**config.mk**
```make
export PLATFORM = sky130hd
export DESIGN_NAME = mzf_loader
export DESIGN_NICKNAME = d
export VERILOG_FILES = /design/src/rtl/mzf_loader.sv
export SDC_FILE = /design/constraint.sdc
export NUM_CORES = 1
export LEC_CHECK = 0
export CAP_MARGIN = 30
export CELL_PAD_IN_SITES_DETAIL_PLACEMENT = 1
export CELL_PAD_IN_SITES_GLOBAL_PLACEMENT = 2
export CORE_MARGIN = 5
export CORE_UTILIZATION = 26
export DETAILED_ROUTE_END_ITERATION = 8
export PLACE_DENSITY = 0.65
export SLEW_MARGIN = 25
export SYNTH_ARGS = -nofsm -noshare
export SYNTH_HDL_FRONTEND = slang
export SYNTH_SLANG_ARGS = --single-unit
export TNS_END_PERCENT = 1
```
**constraint.sdc**
```tcl
create_clock -name clk_sys -period 3.2 [get_ports clk_sys]
set_input_delay 0.32 -clock clk_sys [delete_from_list [all_inputs] [get_ports clk_sys]]
set_output_delay 0.32 -clock clk_sys [all_outputs]
set_load 0.01 [all_outputs]
```
**src/rtl/mzf_loader.sv**
```systemverilog
// MZF tape-image loader: parses the 128-byte header from the ioctl stream and
// writes the body into main RAM through the arbiter's request/grant port.
module mzf_loader #(
    parameter int FIFO_AW = 2,
    parameter int HDR_LEN = 128
) (
    input  logic        clk_sys,
    input  logic        reset_n,
    input  logic        ioctl_download,
    input  logic        ioctl_wr,
    input  logic [7:0]  ioctl_dout,
    output logic        ram_req,
    input  logic        ram_gnt,
    output logic [15:0] ram_addr,
    output logic [7:0]  ram_wdata,
    output logic        cpu_hold,
    output logic        busy,
    output logic        done,
    output logic        exec_start,
    output logic [1:0]  err_code,
    output logic [7:0]  file_type,
    output logic [15:0] file_size,
    output logic [15:0] load_addr,
    output logic [15:0] exec_addr
);
    localparam int DEPTH = 1 << FIFO_AW;
    localparam int IDX_W = $clog2(HDR_LEN);
    localparam logic [IDX_W-1:0] IDX_LAST = IDX_W'(HDR_LEN - 1);

    typedef enum logic [2:0] {S_IDLE, S_HEADER, S_BODY, S_FINISH, S_DONE, S_ERROR} state_t;

    state_t               state_q, state_d;
    logic                 dl_q, dl_d;
    logic [7:0]           fifo_mem [DEPTH];
    logic [FIFO_AW-1:0]   rd_ptr_q, rd_ptr_d, wr_ptr_q, wr_ptr_d;
    logic [FIFO_AW:0]     cnt_q, cnt_d;
    logic [IDX_W-1:0]     idx_q, idx_d;
    logic [15:0]          wptr_q, wptr_d, remaining_q, remaining_d;
    logic                 ram_req_q, ram_req_d;
    logic [15:0]          ram_addr_q, ram_addr_d;
    logic [7:0]           ram_wdata_q, ram_wdata_d;
    logic [1:0]           err_q, err_d;
    logic                 done_q, done_d, exec_q, exec_d;
    logic [7:0]           file_type_q, file_type_d;
    logic [15:0]          file_size_q, file_size_d, load_addr_q, load_addr_d;
    logic [15:0]          exec_addr_q, exec_addr_d;

    logic busy_w, rise, fifo_empty, fifo_full, push_req, push, pop, fifo_clr;
    logic [7:0] head;

    always_comb begin
        state_d     = state_q;
        dl_d        = ioctl_download;
        idx_d       = idx_q;
        wptr_d      = wptr_q;
        remaining_d = remaining_q;
        ram_req_d   = ram_req_q;
        ram_addr_d  = ram_addr_q;
        ram_wdata_d = ram_wdata_q;
        err_d       = err_q;
        done_d      = 1'b0;
        exec_d      = 1'b0;
        file_type_d = file_type_q;
        file_size_d = file_size_q;
        load_addr_d = load_addr_q;
        exec_addr_d = exec_addr_q;
        pop         = 1'b0;
        fifo_clr    = 1'b0;

        busy_w     = (state_q == S_HEADER) || (state_q == S_BODY) || (state_q == S_FINISH);
        rise       = ioctl_download && !dl_q;
        fifo_empty = (cnt_q == '0);
        fifo_full  = (cnt_q == (FIFO_AW+1)'(DEPTH));
        head       = fifo_mem[rd_ptr_q];
        push_req   = ioctl_wr && busy_w;
        push       = push_req && !fifo_full;
        if (push_req && fifo_full) err_d = 2'd3;

        case (state_q)
            S_HEADER: begin
                if (!fifo_empty) begin
                    pop   = 1'b1;
                    idx_d = idx_q + 1'b1;
                    case (idx_q)
                        IDX_W'(8'h00): file_type_d       = head;
                        IDX_W'(8'h12): file_size_d[7:0]  = head;
                        IDX_W'(8'h13): file_size_d[15:8] = head;
                        IDX_W'(8'h14): load_addr_d[7:0]  = head;
                        IDX_W'(8'h15): load_addr_d[15:8] = head;
                        IDX_W'(8'h16): exec_addr_d[7:0]  = head;
                        IDX_W'(8'h17): exec_addr_d[15:8] = head;
                        default: ;
                    endcase
                    if (idx_q == IDX_LAST) begin
                        remaining_d = file_size_q;
                        wptr_d      = load_addr_q;
                        state_d     = (file_size_q == 16'd0) ? S_FINISH : S_BODY;
                    end
                end else if (!ioctl_download && !ioctl_wr) begin
                    if (err_q == 2'd0) err_d = 2'd1;
                    state_d = S_ERROR;
                end
            end
            S_BODY: begin
                if (ram_req_q) begin
                    if (ram_gnt) begin
                        wptr_d      = wptr_q + 16'd1;
                        remaining_d = remaining_q - 16'd1;
                        if (remaining_q == 16'd1) begin
                            ram_req_d = 1'b0;
                            state_d   = S_FINISH;
                        end else if (!fifo_empty) begin
                            // Back-to-back: stage the next byte at the post-increment address.
                            pop         = 1'b1;
                            ram_wdata_d = head;
                            ram_addr_d  = wptr_q + 16'd1;
                        end else begin
                            ram_req_d = 1'b0;
                        end
                    end
                end else if (!fifo_empty) begin
                    pop         = 1'b1;
                    ram_wdata_d = head;
                    ram_addr_d  = wptr_q;
                    ram_req_d   = 1'b1;
                end else if (!ioctl_download && !ioctl_wr) begin
                    if (err_q == 2'd0) err_d = 2'd2;
                    state_d = S_ERROR;
                end
            end
            S_FINISH: begin
                if (!fifo_empty) begin
                    pop = 1'b1;
                end else if (!ioctl_download && !ioctl_wr) begin
                    if (err_q != 2'd0) begin
                        state_d = S_ERROR;
                    end else begin
                        state_d = S_DONE;
                        done_d  = 1'b1;
                        exec_d  = (file_type_q == 8'h01);
                    end
                end
            end
            default: begin
                // IDLE, DONE, ERROR: only a fresh download rising edge restarts.
                if (rise) begin
                    state_d     = S_HEADER;
                    fifo_clr    = 1'b1;
                    idx_d       = '0;
                    err_d       = 2'd0;
                    file_type_d = 8'h00;
                    file_size_d = 16'h0000;
                    load_addr_d = 16'h0000;
                    exec_addr_d = 16'h0000;
                end
            end
        endcase

        if (fifo_clr) begin
            rd_ptr_d = '0;
            wr_ptr_d = '0;
            cnt_d    = '0;
        end else begin
            rd_ptr_d = rd_ptr_q + FIFO_AW'(pop);
            wr_ptr_d = wr_ptr_q + FIFO_AW'(push);
            cnt_d    = cnt_q + (FIFO_AW+1)'(push) - (FIFO_AW+1)'(pop);
        end
    end

    always_ff @(posedge clk_sys) begin
        if (push) fifo_mem[wr_ptr_q] <= ioctl_dout;
    end

    always_ff @(posedge clk_sys or negedge reset_n) begin
        if (!reset_n) begin
            state_q     <= S_IDLE;
            dl_q        <= 1'b0;
            rd_ptr_q    <= '0;
            wr_ptr_q    <= '0;
            cnt_q       <= '0;
            idx_q       <= '0;
            wptr_q      <= 16'h0000;
            remaining_q <= 16'h0000;
            ram_req_q   <= 1'b0;
            ram_addr_q  <= 16'h0000;
            ram_wdata_q <= 8'h00;
            err_q       <= 2'd0;
            done_q      <= 1'b0;
            exec_q      <= 1'b0;
            file_type_q <= 8'h00;
            file_size_q <= 16'h0000;
            load_addr_q <= 16'h0000;
            exec_addr_q <= 16'h0000;
        end else begin
            state_q     <= state_d;
            dl_q        <= dl_d;
            rd_ptr_q    <= rd_ptr_d;
            wr_ptr_q    <= wr_ptr_d;
            cnt_q       <= cnt_d;
            idx_q       <= idx_d;
            wptr_q      <= wptr_d;
            remaining_q <= remaining_d;
            ram_req_q   <= ram_req_d;
            ram_addr_q  <= ram_addr_d;
            ram_wdata_q <= ram_wdata_d;
            err_q       <= err_d;
            done_q      <= done_d;
            exec_q      <= exec_d;
            file_type_q <= file_type_d;
            file_size_q <= file_size_d;
            load_addr_q <= load_addr_d;
            exec_addr_q <= exec_addr_d;
        end
    end

    assign ram_req    = ram_req_q;
    assign ram_addr   = ram_addr_q;
    assign ram_wdata  = ram_wdata_q;
    assign busy       = busy_w;
    assign cpu_hold   = busy_w;
    assign done       = done_q;
    assign exec_start = exec_q;
    assign err_code   = err_q;
    assign file_type  = file_type_q;
    assign file_size  = file_size_q;
    assign load_addr  = load_addr_q;
    assign exec_addr  = exec_addr_q;
endmodule
```
# After elaboration in Yosys (flattened, before gate mapping)
# Memory sizes are Yosys's and may differ from the RTL's.
# Index checks and enable logic that the tools add are counted.
dict set report totals {
  reg_bits 135
  ramBits 32
  inputBits 13
  wordCells 182
  mem_count 1
}
# memory words width rd rd_clocked_by_memory_dff write_ports line
set memory_table {}
lappend memory_table {fifo_mem 4 8 1 0 1 34} ;# logic [7:0] fifo_mem [DEPTH];
dict set report op_classes {
  addsub 7
  n_eq_ne 34
  mux 84
  n_bitwise 1
  n_reduce_logical 34
}
# cell n
set ops {}
lappend ops {{16-bit 2-to-1 mux} 17}
lappend ops {{16-bit case mux with 2 select lines} 5}
lappend ops {{8-bit 2-to-1 mux} 13}
lappend ops {{7-bit by 5-bit equality test with 1-bit output (second input constant)} 6}
lappend ops {{3-bit 2-to-1 mux} 11}
lappend ops {{4-bit AND reduction} 7}
lappend ops {{2-bit 2-to-1 mux} 11}
lappend ops {{1-bit 2-to-1 mux} 20}
lappend ops {{2-bit by 1-bit != test with 1-bit output (second input constant)} 10}
lappend ops {{16-bit by 1-bit adder with 16-bit output (second input constant)} 1}
lappend ops {{16-bit by 1-bit equality test with 1-bit output (second input constant)} 1}
lappend ops {{16-bit logical NOT} 1}
lappend ops {{8-bit case mux with 2 select lines} 1}
lappend ops {{16-bit by 1-bit subtractor with 16-bit output (second input constant)} 1}
lappend ops {{7-bit 2-to-1 mux} 2}
lappend ops {{2-bit != test (second input constant)} 7}
lappend ops {{7-bit case mux with 2 select lines} 1}
lappend ops {{5-bit AND reduction} 2}
lappend ops {{3-bit case mux with 3 select lines} 1}
lappend ops {{8-bit by 1-bit equality test with 1-bit output (second input constant)} 1}
lappend ops {{7-bit by 1-bit adder with 7-bit output (second input constant)} 1}
lappend ops {{7-bit equality test (second input constant)} 1}
lappend ops {{7-bit logical NOT} 1}
lappend ops {{7-bit AND reduction} 1}
lappend ops {{21 further kinds} 37}

# Logic depth before layout (Yosys ltp)
dict set report logic_depth {
  depth_word 11
  mapped_depth 14
}

# Worst setup path after synthesis
# No wires, ideal clock.
dict set report synth_path {
  kind {register to register}
  startpoint {reg remaining_q[1]}
  endpoint {reg cnt_q[2]}
  setup_time_ns 0.137
  arrival_time_ns 2.793
  required_time_ns 3.063
  slack_ns 0.270
  path_stages_with_launch 15
  path_buffers 1
  synth_period_minus_slack_ns 2.930
  path_cell_list {dfrtp_1 inv_1 ha_1 or3b_2 nor4_2 a31oi_1 buf_2 nor2_1 xnor2_1 ha_1 inv_1 fa_1 xor2_1 xnor2_1 nor2_1}
}
dict set report synth_between {
  elab_chain_len 7
}
# element line
set synth_lines {}
lappend synth_lines {{start: declaration} 38} ;# logic [15:0] wptr_q, wptr_d, remaining_q, remaining_d;
lappend synth_lines {{start signal: assignment} 202} ;# remaining_q <= remaining_d;
lappend synth_lines {{16-bit by 1-bit equality test with 1-bit output} 109} ;# if (remaining_q == 16'd1) begin
lappend synth_lines {{1-bit 2-to-1 mux} 109}
lappend synth_lines {{1-bit 2-to-1 mux} 106} ;# if (ram_gnt) begin
lappend synth_lines {{1-bit 2-to-1 mux} 105} ;# if (ram_req_q) begin
lappend synth_lines {{1-bit case mux with 2 select lines} 79} ;# case (state_q)
lappend synth_lines {{3-bit by 1-bit subtractor with 3-bit output} 166} ;# cnt_d = cnt_q + (FIFO_AW+1)'(push) - (FIFO_AW+1)'(pop);
lappend synth_lines {{3-bit 2-to-1 mux} 159} ;# if (fifo_clr) begin
lappend synth_lines {{via cnt_d[2]} 36} ;# logic [FIFO_AW:0] cnt_q, cnt_d;
lappend synth_lines {{end signal: assignment} 199} ;# cnt_q <= cnt_d;
lappend synth_lines {{end: declaration} 36}
# The timed path passes the listed nets, and every way through them passes these cells.
# A chain may end at the register's enable or synchronous reset.

# Worst setup path after layout
# Same ends and word-level chain as after synthesis.

==> out/summary.txt <==
Max capacitance violation total - 0
Worst reg2reg setup slack - 0.21 ns
Worst endpoint data arrival time - 3.29 ns
Overall die width - 184 um
Post-synthesis cell type count - 67
Leakage power summed over all cells - 3.78 nW
Number of antenna violations at the first check in global routing - 0
Main combinational cell family by area after synthesis - simple AND/OR/NAND/NOR gates
Crit path max fanout - 3
Fraction of the mapped netlist area in adder cells - 1.69%
Endpoints failing setup - 0
Total power draw - 8.51 mW
Worst hold path class - in -> async
Count of TritonRoute iterations in the first routing pass - 4
Via count of the routed design - 6082
CTS root buffer - sky130_fd_sc_hd__clkbuf_16
Area overhead of the layout relative to synthesis - 27.1%
Depth of the worst register-to-register path - 14
Yosys reg bits - 167
Biggest area contributors in the synthesized netlist - sky130_fd_sc_hd__dfrtp_1 43%, sky130_fd_sc_hd__edfxtp_1 12%, sky130_fd_sc_hd__nand3_1 5.0%, sky130_fd_sc_hd__o21ai_0 4.9%, sky130_fd_sc_hd__nor2_1 2.8%
Post-Syn Area - 7830 um^2
Vias per inst - 4.90
Drt total wl - 23800 um
Final Critical Period - 2.99 ns
Portion of the clock cycle consumed by the worst path in the final layout - 93.6%
Fraction of synthesis flops using an asynchronous set or reset pin - 80.8%
Drt initial violations - 249
Max Clock Skew - 0.0146 ns
First-pass GRT wire length - 38000 um
Final GP Congestion - 0.757
Setup repair after global routing missed its margin - no
TritonCTS Buffers - 17
Post-synthesis mux area share - 4.84%
Number of hold-slack violations in the final timing report - 0
Highest clock frequency the design can meet - 0.334 GHz
Startpoint kind of the worst setup timing path - flop
Initial core utilization - 26.3%
Port Buffer Count - 99
CTS H-tree depth - 4
Pwr Density - 855 nW/um^2
Aggregate global routing overflow - 0
Post-Syn Area per Cell - 10.5 um^2
Num ports - 100
Leading post-synthesis cells by instance count - 135 x sky130_fd_sc_hd__dfrtp_1, 78 x sky130_fd_sc_hd__nand3_1, 76 x sky130_fd_sc_hd__o21ai_0
XOR/XNOR Fraction of Synth Area - 2.57%
Via count of the first global-routing pass - 6412
Floorplan die area - 33700 um^2
Die boundary height - 184 um
Slew Viols, Final - 0
Per-cell routed wire length - 19.2 um
Endpoint type of the worst setup path - flop
Share of synthesized cell area in and, or, nand and nor gates - 17.0%
Setup Fix Bufs, Post-CTS - 0
GR Util All Layers - 14.4%
Total clock sinks - 167
Seq/Total Area, Yosys - 55.4%
Post-placement cell area - 9360 um^2
Pin count of the biggest net entering global routing - 61
Worst Tran Pin Value - 0.744 ns
Total inserted antenna cells - 0
Run status - finished clean
Synthesized netlist net count - 769
CTS tree - yes
Critical path data required time - 3.49 ns
Instance count after placement with tap cells included - 1209
Antenna Nets Post-Route - 0
DRC Markers - 0
Row count - 63
Filler-free cell count of the finished design - 1242
Yosys synthesis warning count - 0
Share of the synthesized area in the top cell type - 43.2%
Sum Neg Setup Slack - 0 ns
Top cell type by total area after synthesis - sky130_fd_sc_hd__dfrtp_1
Number of instances in the synthesized netlist - 746
EDFF count, synth - 32
Leading cell type by number of instances after synthesis - sky130_fd_sc_hd__dfrtp_1
Maximum buffer depth of the clock tree - 2
Net count, final - 862
Most used DFF post-synth - sky130_fd_sc_hd__dfrtp_1
Max-Slew Margin vs Limit - 50.4%
Placeable core region - 29700 um^2
Kind of critical path - reg -> reg
Final Cell Area - 9950 um^2
Register clock-pin slew on the reported worst setup and hold paths - 0.07 ns
Share of layout cells above drive strength 1 - 12.8%
Worst supply voltage drop on vdd - 0.397 mV
Clock latency at the later pin of the worst-skew pair - 0.43 ns
Final HPWL DP - 16500 um
Compound-cell area share of the yosys netlist - 15.2%
state kept, by name, summed over array words and instances (netlist names), 2 cells and up:
register and flops:
fifo_mem 32, exec_addr 16, file_size 16, load_addr 16, ram_addr 16, remaining_q 16, wptr_q 16, file_type 8
ram_wdata 8, idx_q 7, cnt_q 3, state_q 3, err_code 2, rd_ptr_q 2, wr_ptr_q 2
area by class of cell:
class | count | area [um^2]
Multi-Input combinational cell | 517 | 3260
Tap cell | 390 | 488
Clock inverter | 12 | 115
Clock buffer | 20 | 457
Sequential cell | 167 | 4340
Inverter | 9 | 33.8
Fill cell | 3296 | 19800
Timing Repair Buffer | 127 | 1250
routing by layer:
metal	vias up	global-route usage, %	wire length (um)
li1	2924	-	-
met1	3055	19.7	11300
met2	93	23.6	11400
met3	10	2.93	929
met4	0	3.22	167
met5	-	0	0
metrics by stage:
| stage | setup WS, ns | util, % | hold WS, ns |
|---|---|---|---|
| after global placement | 0.221 | 31.5 | 0.352 |
| after global routing | 0.0215 | 33.5 | 0.472 |
| after floorplan | 0.270 | - | 0.0244 |
| after CTS | 0.138 | 33.5 | 0.435 |
| final | 0.206 | 33.5 | 0.431 |
| after detailed placement | 0.160 | 31.5 | 0.353 |
where the power goes:
| group | internal, mW | leakage (nW) | switching (mW) |
|---|---|---|---|
| registers | 2.71 | 2.03 | 0.590 |
| clock network | 1.12 | 0.274 | 0.918 |
| logic | 1.41 | 1.47 | 1.75 |
cell usage in the layout, fill, tap and decap left out, drive strengths merged, types with 4 or more instances in the layout:
cell,instances
nand3,80
nand2b,5
mux4,8
o22ai,5
a22oi,7
a31oi,4
clkdlybuf4s50,98
edfxtp,32
o211ai,7
nor2,59
nand4,9
buf,28
o21ai,97
nor3,16
nor3b,6
inv,14
dfrtp,135
and2,6
clkbuf,20
nand2,46
mux2,15
nor4,11
xnor2,11
nor2b,4
ha,9
a21oi,42
and3,6
a2bb2oi,5
xor2,12
logic make-up after synthesis:
family          after synthesis
compound gates              195
xor+xnor                     23
fa+ha+maj                    10
buf+inv                      62
flops                       167
mux                          26
simple gates                263
repair_timing:
| item | CTS | global route |
|---|---|---|
| gates resized for setup | 0 | 1 |
| endpoints found under the setup margin | 0 | 1 |
| hold endpoints to repair | 58 | 0 |
| hold buffers | 1 | 0 |
path summary, 6_finish.rpt:
kind                                startpoint             to
worst max register to register  remaining_q[1]       cnt_q[2]
max in group asynchronous              reset_n   ram_wdata[3]
worst min register to register   exec_addr[11]  exec_addr[11]
min in group clk_sys            ioctl_download           dl_q
worst max-delay path            remaining_q[1]       cnt_q[2]
worst min-delay path                   reset_n      wptr_q[6]
critical path, cell delays in order (launching register included):
cell and delay [ns]:
sky130_fd_sc_hd__dfrtp_1 0.38, sky130_fd_sc_hd__inv_1 0.09, sky130_fd_sc_hd__ha_1 0.15, sky130_fd_sc_hd__or3b_2 0.45
sky130_fd_sc_hd__nor4_2 0.27, sky130_fd_sc_hd__buf_4 0.19, sky130_fd_sc_hd__a31oi_4 0.11, sky130_fd_sc_hd__nor2_2 0.14
sky130_fd_sc_hd__xnor2_1 0.13, sky130_fd_sc_hd__ha_1 0.17, sky130_fd_sc_hd__inv_1 0.05, sky130_fd_sc_hd__fa_1 0.37
sky130_fd_sc_hd__xor2_1 0.17, sky130_fd_sc_hd__xnor2_1 0.14, sky130_fd_sc_hd__nor2_1 0.05
Power figures use the tool's default switching activity.
